--- config.mk ---
export PLATFORM = sky130hd
export DESIGN_NAME = sn_decoder
export DESIGN_NICKNAME = d
export VERILOG_FILES = /design/src/rtl/sn_pkg.sv /design/src/rtl/sn_lane_counter.sv /design/src/rtl/sn_decoder.sv
export SDC_FILE = /design/constraint.sdc
export NUM_CORES = 1
export LEC_CHECK = 0
export ABC_AREA = 1
export BUFFER_PORTS_ARGS = -buffer_cell sky130_fd_sc_hd__buf_2
export CAP_MARGIN = 15
export CORE_ASPECT_RATIO = 1.5
export CORE_MARGIN = 10
export CORE_UTILIZATION = 52
export DETAILED_ROUTE_END_ITERATION = 8
export PLACE_DENSITY = 0.75
export SYNTH_ARGS = -nofsm -noshare
export SYNTH_HDL_FRONTEND = slang
export SYNTH_SLANG_ARGS = --single-unit
--- constraint.sdc ---
create_clock -name i_clk_fsm_mux -period 1.55 [get_ports i_clk_fsm_mux]
set_input_delay 0.3875 -clock i_clk_fsm_mux [delete_from_list [all_inputs] [get_ports i_clk_fsm_mux]]
set_output_delay 0.3875 -clock i_clk_fsm_mux [all_outputs]
set_load 0.05 [all_outputs]
--- src/rtl/sn_pkg.sv ---
// rtl/sn_pkg.sv - shared defaults and FSM state type for the stochastic-number decoder
package sn_pkg;
  localparam int SN_N_LANE = 4;
  localparam int SN_BW     = 4;
  localparam int SN_WINDOW = 16;

  typedef enum logic [1:0] {
    IDLE = 2'd0,
    ACC  = 2'd1,
    DONE = 2'd2
  } sn_state_t;
endpackage

--- src/rtl/sn_lane_counter.sv ---
// rtl/sn_lane_counter.sv - per-lane ones counter; clear has priority over enable
module sn_lane_counter #(
  parameter int CW = 5
) (
  input  logic          i_clk_fsm_mux,
  input  logic          i_rst_fsm_mux,
  input  logic          clear,
  input  logic          enable,
  input  logic          bit_in,
  output logic [CW-1:0] count
);

  always_ff @(posedge i_clk_fsm_mux or posedge i_rst_fsm_mux) begin
    if (i_rst_fsm_mux) begin
      count <= '0;
    end else if (clear) begin
      count <= '0;
    end else if (enable && bit_in) begin
      count <= count + CW'(1);
    end
  end

endmodule

--- src/rtl/sn_decoder.sv ---
// rtl/sn_decoder.sv - stochastic-to-binary decoder: counts ones per lane over a fixed window
module sn_decoder
  import sn_pkg::*;
#(
  parameter int N_LANE = SN_N_LANE,
  parameter int BW     = SN_BW,
  parameter int WINDOW = SN_WINDOW
) (
  input  logic              i_clk_fsm_mux,
  input  logic              i_rst_fsm_mux,
  input  logic              i_start,
  input  logic              i_stop,
  input  logic              i_sn_bit [N_LANE],
  output logic              o_busy,
  output logic              o_valid,
  output logic [BW-1:0]     o_x_bn   [N_LANE],
  output logic [N_LANE-1:0] o_sat
);

  localparam int CW = (WINDOW > 1) ? $clog2(WINDOW) : 1;
  localparam logic [BW:0] MAX_X = (BW+1)'((1 << BW) - 1);

  sn_state_t   state;
  logic [CW-1:0] win_cnt;
  logic        last_sample;
  logic        acc_clr;
  logic        acc_en;
  logic [BW:0] acc   [N_LANE];
  logic [BW:0] final_sum [N_LANE];

  assign last_sample = (win_cnt == CW'(WINDOW - 1));
  // DONE always clears so a back-to-back window starts from zero
  assign acc_clr     = ((state == IDLE) && i_start) || (state == DONE);
  assign acc_en      = (state == ACC) && !i_stop;
  assign o_busy      = (state == ACC);

  for (genvar k = 0; k < N_LANE; k++) begin : g_lane
    sn_lane_counter #(.CW(BW + 1)) u_cnt (
      .i_clk_fsm_mux (i_clk_fsm_mux),
      .i_rst_fsm_mux (i_rst_fsm_mux),
      .clear         (acc_clr),
      .enable        (acc_en),
      .bit_in        (i_sn_bit[k]),
      .count         (acc[k])
    );
  end

  // The final sample lands in the same edge that loads the result
  always_comb begin
    for (int k = 0; k < N_LANE; k++) begin
      final_sum[k] = acc[k] + (BW+1)'(i_sn_bit[k]);
    end
  end

  always_ff @(posedge i_clk_fsm_mux or posedge i_rst_fsm_mux) begin
    if (i_rst_fsm_mux) begin
      state   <= IDLE;
      win_cnt <= '0;
      o_valid <= 1'b0;
      o_sat   <= '0;
      for (int k = 0; k < N_LANE; k++) o_x_bn[k] <= '0;
    end else begin
      o_valid <= 1'b0;
      case (state)
        IDLE: begin
          if (i_start) begin
            state   <= ACC;
            win_cnt <= '0;
          end
        end
        ACC: begin
          if (i_stop) begin
            state <= IDLE;
          end else if (last_sample) begin
            state   <= DONE;
            o_valid <= 1'b1;
            for (int k = 0; k < N_LANE; k++) begin
              o_sat[k]  <= (final_sum[k] > MAX_X);
              o_x_bn[k] <= (final_sum[k] > MAX_X) ? {BW{1'b1}} : final_sum[k][BW-1:0];
            end
          end else begin
            win_cnt <= win_cnt + CW'(1);
          end
        end
        DONE: begin
          win_cnt <= '0;
          state   <= i_start ? ACC : IDLE;
        end
        default: state <= IDLE;
      endcase
    end
  end

endmodule

==> results of run 1 <==
metal layers:
layer	vias up	part of all wire [%]	wire length, um	GRT usage (%)
met2	62	50	2870	25.2
met1	1064	42	2370	16.3
met4	0	1.9	110	6.17
met5	-	0	0	0
li1	1135	-	-	-
met3	12	6.1	349	4.01
stage by stage:
stage / util [%] / hold slack [ps] / std cells / area, um2
floorplan: - / 490 / 329 / 2620
global placement: 58.8 / 443 / 420 / 2850
detailed placement: 58.8 / 452 / 420 / 2850
CTS: 61.9 / 115 / 429 / 3000
global route: 62.3 / 122 / 430 / 3020
finish: 62.3 / 94.6 / 430 / 3020
cell families (layout without fill, tap and decap cells):
kind of cell	Yosys count	in the layout	synth area share (%)
compound gates	3	3	1.10
xor+xnor	8	8	2.67
fa+ha+maj	13	13	6.21
buf+inv	35	70	6.11
flops	47	47	44.9
simple gates	223	223	39.0
registers in the layout, summed over array words and instances (netlist names):
| name | count |
|---|---|
| o_sat | 4 |
| o_x_bn | 16 |
| state | 2 |
| g_lane.u_cnt.count | 20 |
| o_valid | 1 |
| win_cnt | 4 |
cells in the final DEF, fill, tap and decap left out, types with 4 or more instances in the layout:
master and n:
buf_2 28, buf_4 10, clkbuf_8 5, dfrtp_1 44, ha_1 12, inv_1 17, inv_2 5, nand2_1 132
nand3_1 32, nand3b_1 4, nand4_1 25, nor2_1 16, nor2_4 5, xor2_1 7
power groups by stage:
stage               registers, W  clock network [W]  logic [W]
global placement         0.00139                  0   0.000400
floorplan                0.00138                  0   0.000289
CTS                      0.00138            0.00110   0.000413
global route             0.00140            0.00116   0.000472
finish                   0.00138            0.00110   0.000411
detailed placement       0.00140                  0   0.000406
path summary, 6_finish.rpt:
check / startpoint / slack (ps) / to
setup reg to reg: g_lane[2].u_cnt.count[0] / 120 / o_x_bn[4]
max in group asynchronous: i_rst_fsm_mux / 1220 / win_cnt[0]
hold / removal: i_rst_fsm_mux / 90 / o_x_bn[1]
hold reg to reg: o_sat[1] / 470 / o_sat[1]
setup / recovery: state[1] / 50 / o_busy
min in group i_clk_fsm_mux: i_start / 370 / state[0]
area by class of cell:
type                       count  area (um2)
sequential                    47        1180
tap                           66        82.6
multi-input combinational    247        1290
clock inverter                 3        67.6
clock buffer                   5        68.8
timing repair buffer          40         246
inverter                      22        82.6
fill                         415        1830
what timing repair did:
| action | 4_1_cts | 5_1_grt |
|---|---|---|
| buffers inserted | 1 | 1 |
| endpoints found under the setup margin | 1 | 11 |
| gates resized for setup | 3 | 6 |
worst register-to-register path, stage by stage, from the launching register on:
cell and delay, ps:
dfrtp_2 420, ha_1 220, ha_2 230, nand3_1 80, nand2_1 90, nand2_1 90
nand2_2 100, nand3_1 90
==> flow_summary_export.csv, run 1 <==
group,metric,value,unit
logic_synthesis,yosysWarnings,0,
pwr,switching_share,27.4,%
timing,tns,0,ps
pwr,leakage,1.76,nW
worst_setup_path,critPathKind,"reg2out",
global_routing,grt_max_degree,48,
cts,clk_pin_slew_worst_paths,100,ps
placement,numPortBuffers,29,
timing,fin_crit,1500,ps
worst_setup_path,cp-end-kind,"primary output",
detailed_routing,drt_drc_violations_left,0,
pwr,clkPwrFrac,38.0,%
logic_synthesis,syn_avg_cell_area,7.97,um2
pwr,p_sw,0.000791,W
timing,worst_slew_pin_slew,368,ps
die,die_y,107,um
logic_synthesis,synth_area_leaders,"dfrtp_1 (45%), nand2_1 (19%), nand3_1 (6.3%), ha_1 (6.2%), nand4_1 (6.0%)",
die,rows,31,
detailed_routing,vias_per_cell,5.29,
placement,place_ws,28.1,ps
die,pin_count,30,
detailed_routing,routed_wl,5.71,mm
pwr,comb_power_share,14.2,%
timing,slew_viol_final,0,
status,outcome,"finished clean",
cts,clk_path_buf_depth,2,
worst_hold_path,hold_class,"in2async",
die,die_w,78.0,um
die,core-area,0.00485,mm2
detailed_routing,drtIter0Drc,201,
worst_setup_path,crit_buf_inv,3,
worst_setup_path,crit_path_max_fanout,4,
logic_synthesis,synthFlopType,"dfrtp_1",
timing,timing.fmax,665,MHz
cells_and_area,fin_nets,384,
worst_setup_path,r2r_cells,7,
logic_synthesis,synth_commonest_cells,"nand2_1 (133), dfrtp_1 (47), nand3_1 (33)",
worst_setup_path,cp.required,1160,ps
cts,cts_root_buffer,"clkbuf_8",
cts,cts_tree,"yes",
cells_and_area,n_antenna_cell,0,
detailed_routing,wl_per_cell,13.3,um
placement,hpwl,3.94,mm
worst_setup_path,arrival,1120,ps
pwr,peakVddDrop,694,uV
logic_synthesis,synthesis.nets,350,
run,maxCapViolations,0,
logic_synthesis,synth_cell_type_count,23,
worst_setup_path,crit_top_cell,"inv_2",
worst_setup_path,critical-path-slowest-cell,"dfrtp_1",
detailed_routing,firstDrtPassIters,5,
worst_setup_path,worstPathCellList,"inv_2 > nand2_2 > inv_2 > buf_6",
pwr,power.total,0.00289,W
timing,setup_ws,46.3,ps
logic_synthesis,async_flop_share,100,%
timing,maxSlewHeadroom,75.5,%
timing,worst_clock_skew,11.7,ps
global_routing,grtUsageTotal,14.5,%
pwr,p_int,0.00210,W
cts,cts_made_buffers,5,
cts,clock_sinks,47,
pwr,p_per_area,956,mW/mm2
cells_and_area,drive_above_1_share,19.5,%
timing,fin_crit_sh,97.0,%
global_routing,grt_pass1_vias,2280,
detailed_routing,postRouteAntennaNets,0,
placement,gp_congestion,0.798,
logic_synthesis,synth_edf_count,0,
logic_synthesis,synth.top_cell.area_share,44.9,%
cts,hold_buffers,0,
worst_setup_path,startpoint_type,"flop",
logic_synthesis,synth.most_common_cell,"nand2_1",
logic_synthesis,netlist_instances,329,
cts,worstSkewPairLatency,310,ps
logic_synthesis,synth_top_area_cell,"dfrtp_1",
logic_synthesis,ys_ff_latch,47,
pwr,seq_power_share,47.8,%
timing,hold_viol,0,
detailed_routing,vias,2273,
worst_setup_path,critical_path.max_stage_delay,410,ps
cts,cts_htree_levels,2,
cells_and_area,area_growth_syn_to_layout,15.3,%
die,fp.dieArea,0.00834,mm2
worst_setup_path,crit_family,"flip-flops",
global_routing,grt_first_pass_wirelength,10.2,mm
global_routing,antenna_found_initial,0,
logic_synthesis,syn_area,0.00262,mm2
worst_setup_path,cp_num_cells,4,
global_routing,grt.overflow.total,0,
die,start_util,54.1,%
timing,finalSetupViolCount,0,
logic_synthesis,synth-seq-area-share,44.9,%
(Power assumes the default switching activity.)
==> run 2, diff against run 1 <==
--- a/config.mk
+++ b/config.mk
@@ -5,14 +5,13 @@
 export SDC_FILE = /design/constraint.sdc
 export NUM_CORES = 1
 export LEC_CHECK = 0
-export ABC_AREA = 1
 export BUFFER_PORTS_ARGS = -buffer_cell sky130_fd_sc_hd__buf_2
 export CAP_MARGIN = 15
 export CORE_ASPECT_RATIO = 1.5
 export CORE_MARGIN = 10
-export CORE_UTILIZATION = 52
+export CORE_UTILIZATION = 51
 export DETAILED_ROUTE_END_ITERATION = 8
-export PLACE_DENSITY = 0.75
+export PLACE_DENSITY = 0.74
 export SYNTH_ARGS = -nofsm -noshare
 export SYNTH_HDL_FRONTEND = slang
 export SYNTH_SLANG_ARGS = --single-unit
==> flow_summary_export.csv, run 2 <==
group,metric,value,unit
pwr,p_per_area,928,mW/mm2
logic_synthesis,synth_area_leaders,"dfrtp_1 (50%), mux2i_1 (7.3%), ha_1 (7.0%), a21oi_1 (3.4%), a2bb2oi_1 (3.0%)",
cells_and_area,top_register,"g_lane.u_cnt.count",
global_routing,grt.overflow.total,0,
detailed_routing,routed_wl,5.58,mm
die,start_util,52.2,%
logic_synthesis,synth_top_area_cell,"dfrtp_1",
cts,cts_htree_levels,2,
worst_setup_path,cp-end-kind,"primary output",
worst_hold_path,hold_class,"in2async",
cts,cts_root_buffer,"clkbuf_8",
cells_and_area,fin_nets,294,
cts,clk_path_buf_depth,2,
cells_and_area,finalNonFillerCells,322,
timing,fin_crit_sh,97.7,%
die,rows,30,
global_routing,grt_pass1_vias,1899,
die,die_w,75.2,um
cells_and_area,final_util,66.6,%
timing,timing.fmax,660,MHz
cells_and_area,layout_common_cells,"dfrtp_1 (47), buf_4 (32), buf_2 (28), nand2_1 (18), mux2i_1 (17)",
cts,hold_buffers,0,
cts,clock_sinks,47,
global_routing,grtUsageTotal,14.7,%
cells_and_area,mostFrequentLayoutCell,"dfrtp_1",
timing,hold_viol,0,
timing,fin_crit,1520,ps
placement,hpwl,4.13,mm
pwr,peakVddDrop,805,uV
worst_setup_path,startpoint_type,"flop",
cells_and_area,area_growth_syn_to_layout,27.6,%
cells_and_area,n_antenna_cell,0,
detailed_routing,vias,1873,
cts,worstSkewPairLatency,300,ps
logic_synthesis,yosysWarnings,0,
pwr,leakage,1.53,nW
logic_synthesis,netlist_instances,213,
cells_and_area,drive_above_1_share,34.3,%
logic_synthesis,synth_commonest_cells,"dfrtp_1 (47), nand2_1 (18), mux2i_1 (17)",
timing,maxSlewHeadroom,69.6,%
logic_synthesis,syn_area,0.00233,mm2
detailed_routing,drt_drc_violations_left,0,
logic_synthesis,synthFlopType,"dfrtp_1",
detailed_routing,drtIter0Drc,122,
logic_synthesis,async_flop_share,100,%
worst_setup_path,critPathKind,"reg2out",
placement,numPortBuffers,29,
global_routing,grt_max_degree,23,
timing,finalSetupViolCount,0,
timing,worst_slew_pin_slew,454,ps
placement,place_inst,309,
logic_synthesis,synth-seq-area-share,50.4,%
logic_synthesis,synth.most_common_cell,"dfrtp_1",
logic_synthesis,ys_ff_latch,47,
global_routing,antenna_found_initial,0,
cells_and_area,largest_register_ffs,20,
cts,cts_tree,"yes",
logic_synthesis,synth_cell_type_count,30,
worst_setup_path,ff2ff_setup_slack,60,ps
cts,clk_pin_slew_worst_paths,90,ps
cells_and_area,fillers,346,
logic_synthesis,synth_edf_count,0,
die,core-area,0.00447,mm2
die,pin_count,30,
detailed_routing,vias_per_cell,5.82,
worst_setup_path,arrival,1130,ps
die,die_y,103,um
detailed_routing,firstDrtPassIters,4,
cts,cts_made_buffers,5,
cells_and_area,reg_top3,"g_lane.u_cnt.count: 20 flops, o_x_bn: 16 flops",
detailed_routing,postRouteAntennaNets,0,
timing,worst_clock_skew,4.49,ps
detailed_routing,wl_per_cell,17.3,um
worst_setup_path,cp.required,1160,ps
logic_synthesis,synthesis.nets,234,
worst_setup_path,crit_path_max_fanout,8,
timing,slew_viol_final,0,
logic_synthesis,synth.top_cell.area_share,50.4,%
global_routing,grt_first_pass_wirelength,8.90,mm
run,maxCapViolations,0,
placement,gp_congestion,0.873,
die,fp.dieArea,0.00774,mm2
status,outcome,"finished clean",
logic_synthesis,syn_avg_cell_area,11.0,um2
run 2: per-stage QoR:
step                setup TNS [ps]  setup slack, ps  power (W)  hold slack (ps)  cell area, um2
finish                           0             34.9    0.00276             26.1            2980
global route                 -37.0            -15.8    0.00287             37.2            2980
CTS                              0             2.45    0.00273             29.2            2880
detailed placement           -89.8            -27.5    0.00179              364            2750
global placement             -27.0            -27.0    0.00176              357            2750
floorplan                        0             15.2    0.00161              465            2330
run 2: cell type report:
cell class / instances / area [um2] / area share (%)
Sequential cell: 47 / 1180 / 39.5
Inverter: 2 / 7.51 / 0.252
Clock buffer: 6 / 82.6 / 2.77
Timing Repair Buffer: 65 / 467 / 15.7
Tap cell: 48 / 60.1 / 2.02
Clock inverter: 2 / 35.0 / 1.18
Multi-Input combinational cell: 152 / 1150 / 38.6
run 2: routing by layer:
layer | global-route usage (%) | share of wire, % | up-vias
li1 | - | - | 893
met3 | 3.66 | 4.1 | 10
met4 | 4.73 | 1.8 | 0
met2 | 27.5 | 55 | 32
met5 | 0 | 0 | -
met1 | 15.5 | 39 | 938
run 2: worst max-delay path: stages (launching register included):
cell and delay, ps:
dfrtp_1 410, buf_6 150, nor2b_4 120, buf_8 150
run 2: cells by family (layout without fill, tap and decap cells):
logic type | Yosys count | in the layout | share of synthesized area (%)
multiplexers | 17 | 17 | 7.29
AO/OA/AOI/OAI | 39 | 39 | 10.7
AND/OR/NAND/NOR | 66 | 67 | 15.3
adder cells (fa/ha/maj) | 13 | 13 | 6.97
flip-flops | 47 | 47 | 50.4
buffers and inverters | 15 | 75 | 3.27
XOR/XNOR | 16 | 16 | 6.01
run 2: final timing paths:
kind,endpoint,depth (start not counted),start
min in group i_clk_fsm_mux,state[0],3,i_start
hold / removal,o_sat[0],2,i_rst_fsm_mux
hold reg to reg,g_lane[2].u_cnt.count[4],1,g_lane[2].u_cnt.count[4]
setup / recovery,o_busy,3,state[1]
setup reg to reg,o_x_bn[5],5,state[0]
max in group asynchronous,o_x_bn[6],3,i_rst_fsm_mux
run 2: report_power, final:
group,internal [W],switching [W]
registers,0.00129,0.0000700
clock network,0.000522,0.000419
logic,0.000228,0.000233
run 2: repair_timing:
action | 4_1_cts | 5_1_grt
pin swaps | 0 | 3
cloned | 0 | 1
setup buffers | 1 | 3
endpoints found under the setup margin | 1 | 20
resized for setup | 3 | 14
hold endpoints to repair | 0 | 0
